<file path="src/rtl/rv32i_types.sv">
// Shared types for the memory-side arbitration logic.
//   arb_state_t : cache_arbiter FSM states
//   arb_side_t  : which requester (instruction or data cache) owns the port
package rv32i_types;

  typedef enum logic [2:0] {
    IDLE,
    SERVE_I,
    SERVE_D,
    DONE_I,
    DONE_D
  } arb_state_t;

  typedef enum logic {
    SIDE_I,
    SIDE_D
  } arb_side_t;

endpackage

</file>
<file path="src/rtl/arb_line_buffer.sv">
// Cache-line holding register with load enable and asynchronous clear.
//   clk   : clock
//   rst_n : asynchronous active-low clear
//   load  : capture d on the rising edge
//   d     : incoming line
//   q     : held line
module arb_line_buffer #(
  parameter int unsigned WIDTH = 256
) (
  input  logic             clk,
  input  logic             rst_n,
  input  logic             load,
  input  logic [WIDTH-1:0] d,
  output logic [WIDTH-1:0] q
);

  always_ff @(posedge clk or negedge rst_n) begin
    if (!rst_n)
      q <= '0;
    else if (load)
      q <= d;
  end

endmodule

</file>
<file path="src/rtl/cache_arbiter.sv">
// Round-robin arbiter placing I-cache and D-cache line requests onto one
// physical-memory port, one transaction at a time.
//   clk, rst                      : clock, asynchronous active-low reset
//   icache_read/address           : instruction line read request
//   icache_rdata/resp             : returned line + one-cycle completion
//   dcache_read/write/address/wdata : data line read or writeback request
//   dcache_rdata/resp             : returned line + one-cycle completion
//   pmem_read/write/address/wdata : memory request, held until pmem_resp
//   pmem_rdata/resp               : memory completion
//   i_grant_count/d_grant_count   : completed transactions per side (wrapping)
module cache_arbiter
  import rv32i_types::*;
#(
  parameter int unsigned LINE_WIDTH = 256,
  parameter int unsigned ADDR_WIDTH = 32
) (
  input  logic                  clk,
  input  logic                  rst,
  input  logic                  icache_read,
  input  logic [ADDR_WIDTH-1:0] icache_address,
  output logic [LINE_WIDTH-1:0] icache_rdata,
  output logic                  icache_resp,
  input  logic                  dcache_read,
  input  logic                  dcache_write,
  input  logic [ADDR_WIDTH-1:0] dcache_address,
  input  logic [LINE_WIDTH-1:0] dcache_wdata,
  output logic [LINE_WIDTH-1:0] dcache_rdata,
  output logic                  dcache_resp,
  output logic                  pmem_read,
  output logic                  pmem_write,
  output logic [ADDR_WIDTH-1:0] pmem_address,
  output logic [LINE_WIDTH-1:0] pmem_wdata,
  input  logic [LINE_WIDTH-1:0] pmem_rdata,
  input  logic                  pmem_resp,
  output logic [31:0]           i_grant_count,
  output logic [31:0]           d_grant_count
);

  arb_state_t            state_q, state_d;
  arb_side_t             last_grant_q;
  logic                  op_write_q;
  logic [ADDR_WIDTH-1:0] addr_q;
  logic [31:0]           i_cnt_q, d_cnt_q;
  logic [LINE_WIDTH-1:0] line_q;

  logic i_req, d_req, grant_i, grant_d, serving, capture;

  assign i_req   = icache_read;
  assign d_req   = dcache_read | dcache_write;
  // On a tie the side that did not win last time goes first.
  assign grant_d = (state_q == IDLE) && d_req && (!i_req || last_grant_q == SIDE_I);
  assign grant_i = (state_q == IDLE) && i_req && !grant_d;
  assign serving = (state_q == SERVE_I) || (state_q == SERVE_D);
  assign capture = serving && pmem_resp;

  always_comb begin
    state_d = state_q;
    case (state_q)
      IDLE: begin
        if (grant_d)      state_d = SERVE_D;
        else if (grant_i) state_d = SERVE_I;
      end
      SERVE_I: if (pmem_resp) state_d = DONE_I;
      SERVE_D: if (pmem_resp) state_d = DONE_D;
      DONE_I:  state_d = IDLE;
      DONE_D:  state_d = IDLE;
      default: state_d = IDLE;
    endcase
  end

  always_ff @(posedge clk or negedge rst) begin
    if (!rst) begin
      state_q      <= IDLE;
      last_grant_q <= SIDE_I;
      op_write_q   <= 1'b0;
      addr_q       <= '0;
      i_cnt_q      <= '0;
      d_cnt_q      <= '0;
    end else begin
      state_q <= state_d;
      if (grant_d || grant_i) begin
        last_grant_q <= grant_d ? SIDE_D : SIDE_I;
        op_write_q   <= grant_d & dcache_write;
        addr_q       <= grant_d ? dcache_address : icache_address;
      end
      if (capture && state_q == SERVE_I) i_cnt_q <= i_cnt_q + 32'd1;
      if (capture && state_q == SERVE_D) d_cnt_q <= d_cnt_q + 32'd1;
    end
  end

  // Writeback line is only meaningful for data-side grants.
  arb_line_buffer #(.WIDTH(LINE_WIDTH)) u_wdata_buf (
    .clk   (clk),
    .rst_n (rst),
    .load  (grant_d),
    .d     (dcache_wdata),
    .q     (pmem_wdata)
  );

  arb_line_buffer #(.WIDTH(LINE_WIDTH)) u_rdata_buf (
    .clk   (clk),
    .rst_n (rst),
    .load  (capture),
    .d     (pmem_rdata),
    .q     (line_q)
  );

  assign pmem_read     = serving && !op_write_q;
  assign pmem_write    = serving && op_write_q;
  assign pmem_address  = addr_q;
  assign icache_resp   = (state_q == DONE_I);
  assign dcache_resp   = (state_q == DONE_D);
  assign icache_rdata  = line_q;
  assign dcache_rdata  = line_q;
  assign i_grant_count = i_cnt_q;
  assign d_grant_count = d_cnt_q;

endmodule
</file>
<file path="config.mk">
export PLATFORM = sky130hd
export DESIGN_NAME = cache_arbiter
export DESIGN_NICKNAME = d
export VERILOG_FILES = /design/src/rtl/rv32i_types.sv /design/src/rtl/arb_line_buffer.sv /design/src/rtl/cache_arbiter.sv
export SDC_FILE = /design/constraint.sdc
export NUM_CORES = 1
export LEC_CHECK = 0
export CORE_AREA = 2 2 570 572
export CTS_CLUSTER_DIAMETER = 100
export CTS_CLUSTER_SIZE = 12
export DETAILED_ROUTE_END_ITERATION = 10
export DIE_AREA = 0 0 572 574
export DONT_BUFFER_PORTS = 1
export SYNTH_ARGS = -nofsm -noshare
export SYNTH_HDL_FRONTEND = slang
export SYNTH_SLANG_ARGS = --single-unit
</file>
<file path="constraint.sdc">
create_clock -name clk -period 5.9 [get_ports clk]
set_clock_uncertainty 0.15 [all_clocks]
set_input_delay 1.18 -clock clk [delete_from_list [all_inputs] [get_ports clk]]
set_output_delay 1.18 -clock clk [all_outputs]
set_load 0.02 [all_outputs]
</file>
==> results of run 1 <==
-- registers in the layout, summed over array words and instances, names as in the netlist --
| name | count |
|---|---|
| u_wdata_buf.q | 256 |
| u_rdata_buf.q | 256 |
| state_q | 3 |
| last_grant_q | 1 |
| d_grant_count | 32 |
| pmem_address | 32 |
| i_grant_count | 32 |
| op_write_q | 1 |
-- cells by family (layout without fill, tap and decap cells) --
group	Yosys count	count (layout)	synth area share, %
AOI/OAI and AO/OA	43	43	1.07
and+or+nand+nor	1008	1008	16.1
DFF	613	613	59.6
buffers and inverters	373	156	9.75
xor gates and xnor gates	63	63	2.15
other	0	108	0
muxes	256	256	11.2
adders and majority gates	2	2	0.0973
-- per-layer routing --
layer	vias to the layer above	track usage [%]
li1	6989	-
met4	130	7.06
met2	1762	21.2
met1	8719	10.0
met5	-	0
met3	681	12.6
-- cell usage after synthesis, types with 4 or more instances --
library cell,count,area share (%)
nand2_1,864,13
dfrtp_1,613,60
buf_4,280,8.2
mux2_1,256,11
nor2_1,46,0.67
buf_2,38,0.74
clkbuf_1,38,0.55
xnor2_1,37,1.3
a31oi_1,32,0.78
xor2_1,26,0.89
nand4_1,21,0.51
nand3_1,20,0.39
nor3_1,14,0.27
nor4_1,11,0.27
inv_1,8,0.12
buf_1,7,0.10
nor4_2,7,0.34
and3_1,4,0.097
-- power groups by stage --
stage,clock [mW],sequential [mW],combinational (mW)
3_3_place_gp,0,15.3,3.83
2_1_floorplan,0,9.64,5.58
3_5_place_dp,0,15.3,4.03
6_report,5.12,15.0,4.04
4_1_cts,5.35,15.2,4.05
5_1_grt,5.45,15.6,4.58
-- per-stage QoR --
stage                     total power [mW]  hold slack, ps
after floorplan                       15.2             331
after global placement                19.1             376
after detailed placement              19.3             378
after CTS                             24.6            8.12
after global routing                  25.6            65.7
final                                 24.2            97.5
-- worst register-to-register path: stages, from the launching register on --
cell     delay (ps)
dfrtp_1         770
xnor2_1         300
nor3b_4         790
buf_4           700
mux2_1          440
-- layout make-up --
cell class | count | area share (%)
sequential | 613 | 48.0
multi-input combinational | 1372 | 24.8
tap | 4325 | 16.9
clock buffer | 89 | 6.57
clock inverter | 33 | 1.45
timing repair buffer | 25 | 1.27
antenna | 108 | 0.846
inverter | 9 | 0.106
-- path summary, 6_finish.rpt --
path	end	slack [ps]	depth (start not counted)
max	icache_resp	2150	2
min	u_wdata_buf.q[24]	100	1
max reg2reg	u_rdata_buf.q[149]	2600	4
min reg2reg	op_write_q	390	1
max in group asynchronous	u_rdata_buf.q[153]	3850	2
min in group clk	u_wdata_buf.q[32]	290	2
==> results.json, run 1 <==
{
  "outcome": "finished, final reports clean",
  "grt_pass1_vias": 17489,
  "multi_input_area_um2": 7920,
  "startpoint": "state_q[1]",
  "r2r_start": "state_q[1]",
  "dpl.hpwl_mm": 194,
  "crit_type": "reg2out",
  "critPathSlowestCell": "dfrtp_1",
  "power.share.clock_pct": 21.2,
  "synth.avg_cell_area_um2": 10.9,
  "core_um2": 323000,
  "report.final.slew_viol_count": 0,
  "hold_buffers": 1,
  "cp_cell_sequence": "nand2_1, nor2_1",
  "powerDensity_nw_per_um2": 757,
  "drtPass1Iterations": 5,
  "wl_met3_mm": 47.8,
  "gp_congestion": 0.913,
  "layout_commonest_cell": "nand2_1",
  "syn2layout_area_growth_pct": 24.2,
  "grt_use_total_pct": 13.1,
  "hold_path_class": "in2async",
  "drt_iter0_markers": 1256,
  "path_delay_family": "simple AND/OR/NAND/NOR gates",
  "met2_wirelength_mm": 100,
  "p_comb_share_pct": 16.7,
  "cts_tree": "built",
  "ir_drop_uv": 319,
  "max_slew_margin_pct": 20.7,
  "top_layer": "met5",
  "syn_area_um2": 25700,
  "setup_viol": 0,
  "post_cts_resized": 0,
  "worstMarginPinSlew_ps": 1190,
  "met1_length_mm": 58.3,
  "p_int_mw": 10.5,
  "drv_cap": 0,
  "finalCriticalPeriod_ps": 3750,
  "synth-seq-area-share_pct": 59.6,
  "worst_slack_ps": 2150,
  "avgRoutedWirePerCell_um": 33.9,
  "viasPerCell": 2.78,
  "cts_setup_buffers": 0,
  "clockBufferDepth": 4,
  "final_nets": 2687,
  "p_leak_nw": 12.9,
  "layout_common_cells": "864 x nand2_1, 613 x dfrtp_1, 256 x mux2_1",
  "postPlaceCellArea_um2": 29000,
  "clkTransAtPathRegs_ps": 70,
  "fill_cells": 37039,
  "final_antenna_net_count": 0,
  "switching_share_pct": 56.7,
  "grt_pass1_wl_mm": 261,
  "start_util_pct": 7.97,
  "synth_edf_count": 0,
  "utilization_pct": 9.90,
  "drc": 0,
  "cp_max_fo": 12,
  "dieArea_um2": 328000,
  "vias": 18281,
  "ys_types": 43,
  "ff_latch_area_um2": 15300,
  "ys_seq_elements": 613,
  "p_switching_mw": 13.7,
  "clock_sinks": 613,
  "io_buffers": 0,
  "layout.cells.non_filler": 6574,
  "num_rows": 209,
  "path_buf_inv": 0,
  "p_seq_share_pct": 62.1,
  "critPathRequiredTime_ps": 4570,
  "syn_inst": 2358,
  "wl_mm": 223,
  "clockRootBuffer": "clkbuf_16",
  "crit_path_max_incr_delay_ps": 770,
  "max_freq_mhz": 267,
  "setup_tns_ps": 0,
  "grt_overflow": 0,
  "place_inst": 6339,
  "min_period_over_period_pct": 63.6,
  "drive_gt1_share_pct": 7.94,
  "die_h_um": 574,
  "finalInstanceArea_um2": 31900,
  "place_ws_ps": 2330,
  "cp-end-kind": "output port",
  "antenna_found_initial": 273,
  "pin_count": 1450,
  "cp.arrival_ps": 2420,
  "clk_latency_ps": 830,
  "fp.dieW_um": 572,
  "async_reset_ff_share_pct": 100,
  "start_kind": "flop",
  "ys.flop_type": "dfrtp_1",
  "cts_max_level": 3,
  "cts_buffers": 82,
  "hold_viol": 0,
  "syn_nets": 2942,
  "yosysWarnings": 0,
  "rsz0062_at_grt": "false",
  "grt_max_degree": 541
}
No activity file was read; power rests on OpenSTA's default activity.
==> run 2, diff against run 1 <==
==> constraint.sdc (replaced) <==
create_clock -name clk -period 3.5 [get_ports clk]
set_clock_uncertainty 0.15 [all_clocks]
set_input_delay 0.7 -clock clk [delete_from_list [all_inputs] [get_ports clk]]
set_output_delay 0.7 -clock clk [all_outputs]
set_load 0.02 [all_outputs]
==> run 2 against run 1 <==
Compared with the run above:
- clock power grew 65%
- sequential power grew 65%
- global-route usage grew 0.17 points
- first-iteration DRC count grew 2.9%
- the run now ends with hold timing left
- critical endpoint unchanged
- cell count grew 9.2%
- power grew 71%
- die area is the same
==> results.json, run 2 (synthesis gave the netlist of run 1 again) <==
{
  "cts_max_level": 3,
  "pin_count": 1450,
  "crit_type": "reg2out",
  "place_inst": 6353,
  "core_um2": 323000,
  "min_period_over_period_pct": 87.4,
  "r2r_slack_ps": 500,
  "start_kind": "flop",
  "ir_drop_uv": 559,
  "rsz0062_at_grt": "false",
  "layout_commonest_cell": "nand2_1",
  "fill_cells": 36677,
  "cts_setup_buffers": 0,
  "cp_max_fo": 8,
  "hold_path_class": "in2async",
  "gp_congestion": 0.943,
  "critPathSlowestCell": "nor2_1",
  "path_delay_family": "simple AND/OR/NAND/NOR gates",
  "vias": 20580,
  "layout.cells.non_filler": 7182,
  "clockRootBuffer": "clkbuf_16",
  "reg.largest.list": "u_rdata_buf.q (256), u_wdata_buf.q (256)",
  "max_freq_mhz": 327,
  "violations": "hold timing",
  "setup_viol": 0,
  "finalPower_mw": 41.3,
  "finalCriticalPeriod_ps": 3060,
  "start_util_pct": 7.97,
  "r2r_end": "pmem_address[28]",
  "cp.arrival_ps": 2210,
  "grt_pass1_wl_mm": 271,
  "cts_tree": "built",
  "cp-end-kind": "output port",
  "clkTransAtPathRegs_ps": 70,
  "grt_use_total_pct": 13.2,
  "cts_buffers": 82,
  "clock_sinks": 613,
  "hold_viol": 155,
  "fp.dieW_um": 572,
  "critPathRequiredTime_ps": 2650,
  "worstMarginPinSlew_ps": 1130,
  "io_buffers": 0,
  "dieArea_um2": 328000,
  "drv_cap": 0,
  "grt_overflow": 0,
  "outcome": "finished with violations",
  "r2r_start": "state_q[1]",
  "layout_common_cells": "864 x nand2_1, 613 x dfrtp_1, 583 x dlygate4sd3_1",
  "path_buf_inv": 1,
  "clk_latency_ps": 780,
  "antenna_found_initial": 263,
  "p_leak_nw": 15.4,
  "setup_tns_ps": 0,
  "report.final.slew_viol_count": 0,
  "fin_hold_ws_ps": -552,
  "wl_mm": 225,
  "num_rows": 209,
  "ff_latch_area_um2": 15300,
  "cp_cell_sequence": "buf_4, nor2_1",
  "postPlaceCellArea_um2": 29100,
  "powerDensity_nw_per_um2": 1090,
  "reg2reg_depth": 6,
  "drt_iter0_markers": 1293,
  "dpl.hpwl_mm": 195,
  "die_h_um": 574,
  "viasPerCell": 2.87,
  "max_slew_margin_pct": 24.9,
  "final_antenna_net_count": 0,
  "clockBufferDepth": 4,
  "finalInstanceArea_um2": 37900,
  "syn2layout_area_growth_pct": 47.4,
  "grt_max_degree": 614,
  "avgRoutedWirePerCell_um": 31.3,
  "drc": 0,
  "drive_gt1_share_pct": 6.86,
  "grt_pass1_vias": 20706,
  "drtPass1Iterations": 6,
  "multi_input_area_um2": 7920,
  "crit_path_max_incr_delay_ps": 730,
  "final_nets": 3283
}
==> run 2: area by class of cell <==
type / count / area share (%)
sequential: 613 / 40.5
multi-input combinational: 1372 / 20.9
clock inverter: 33 / 1.02
tap: 4325 / 14.3
clock buffer: 91 / 5.74
timing repair buffer: 621 / 16.7
antenna: 118 / 0.779
inverter: 9 / 0.0891
==> run 2: worst max path at each step <==
stage,start,to,slack [ps],cells after the start
4_1_cts,i_grant_count[0],i_grant_count[18],220,7
2_1_floorplan,icache_read,u_wdata_buf.q[187],1310,7
6_report,state_q[2],icache_resp,440,2
3_5_place_dp,i_grant_count[0],i_grant_count[18],210,7
3_3_place_gp,i_grant_count[0],i_grant_count[18],-500,6
5_1_grt,state_q[2],icache_resp,330,2
==> run 2: layer usage <==
metal  vias to the layer above  GRT usage, %  wire, um
met5                         -             0       794
met4                       124          7.66     15600
met3                       693          11.8     44800
met2                      1735          21.3    102000
met1                      9849          10.6     62300
li1                       8179             -         -
==> run 2: stage by stage <==
| step | utilization, % | setup slack (ps) |
|---|---|---|
| 6_report | 11.7 | 441 |
| 5_1_grt | 11.7 | 333 |
| 4_1_cts | 11.6 | 224 |
| 3_5_place_dp | 9.02 | 213 |
| 3_3_place_gp | 9.01 | -497 |
| 2_1_floorplan | - | 1310 |
==> run 2: report_power, final <==
group          total, mW  switching (mW)  leakage, nW  internal (mW)
registers           24.7            14.5         7.46           10.1
logic               8.13            4.56         6.72           3.57
clock network       8.47            3.74         1.25           4.74
==> run 2: timing repair <==
action,CTS,global route
hold buffers,581,3
gates resized for setup,0,0
endpoints found under the hold margin,1160,169
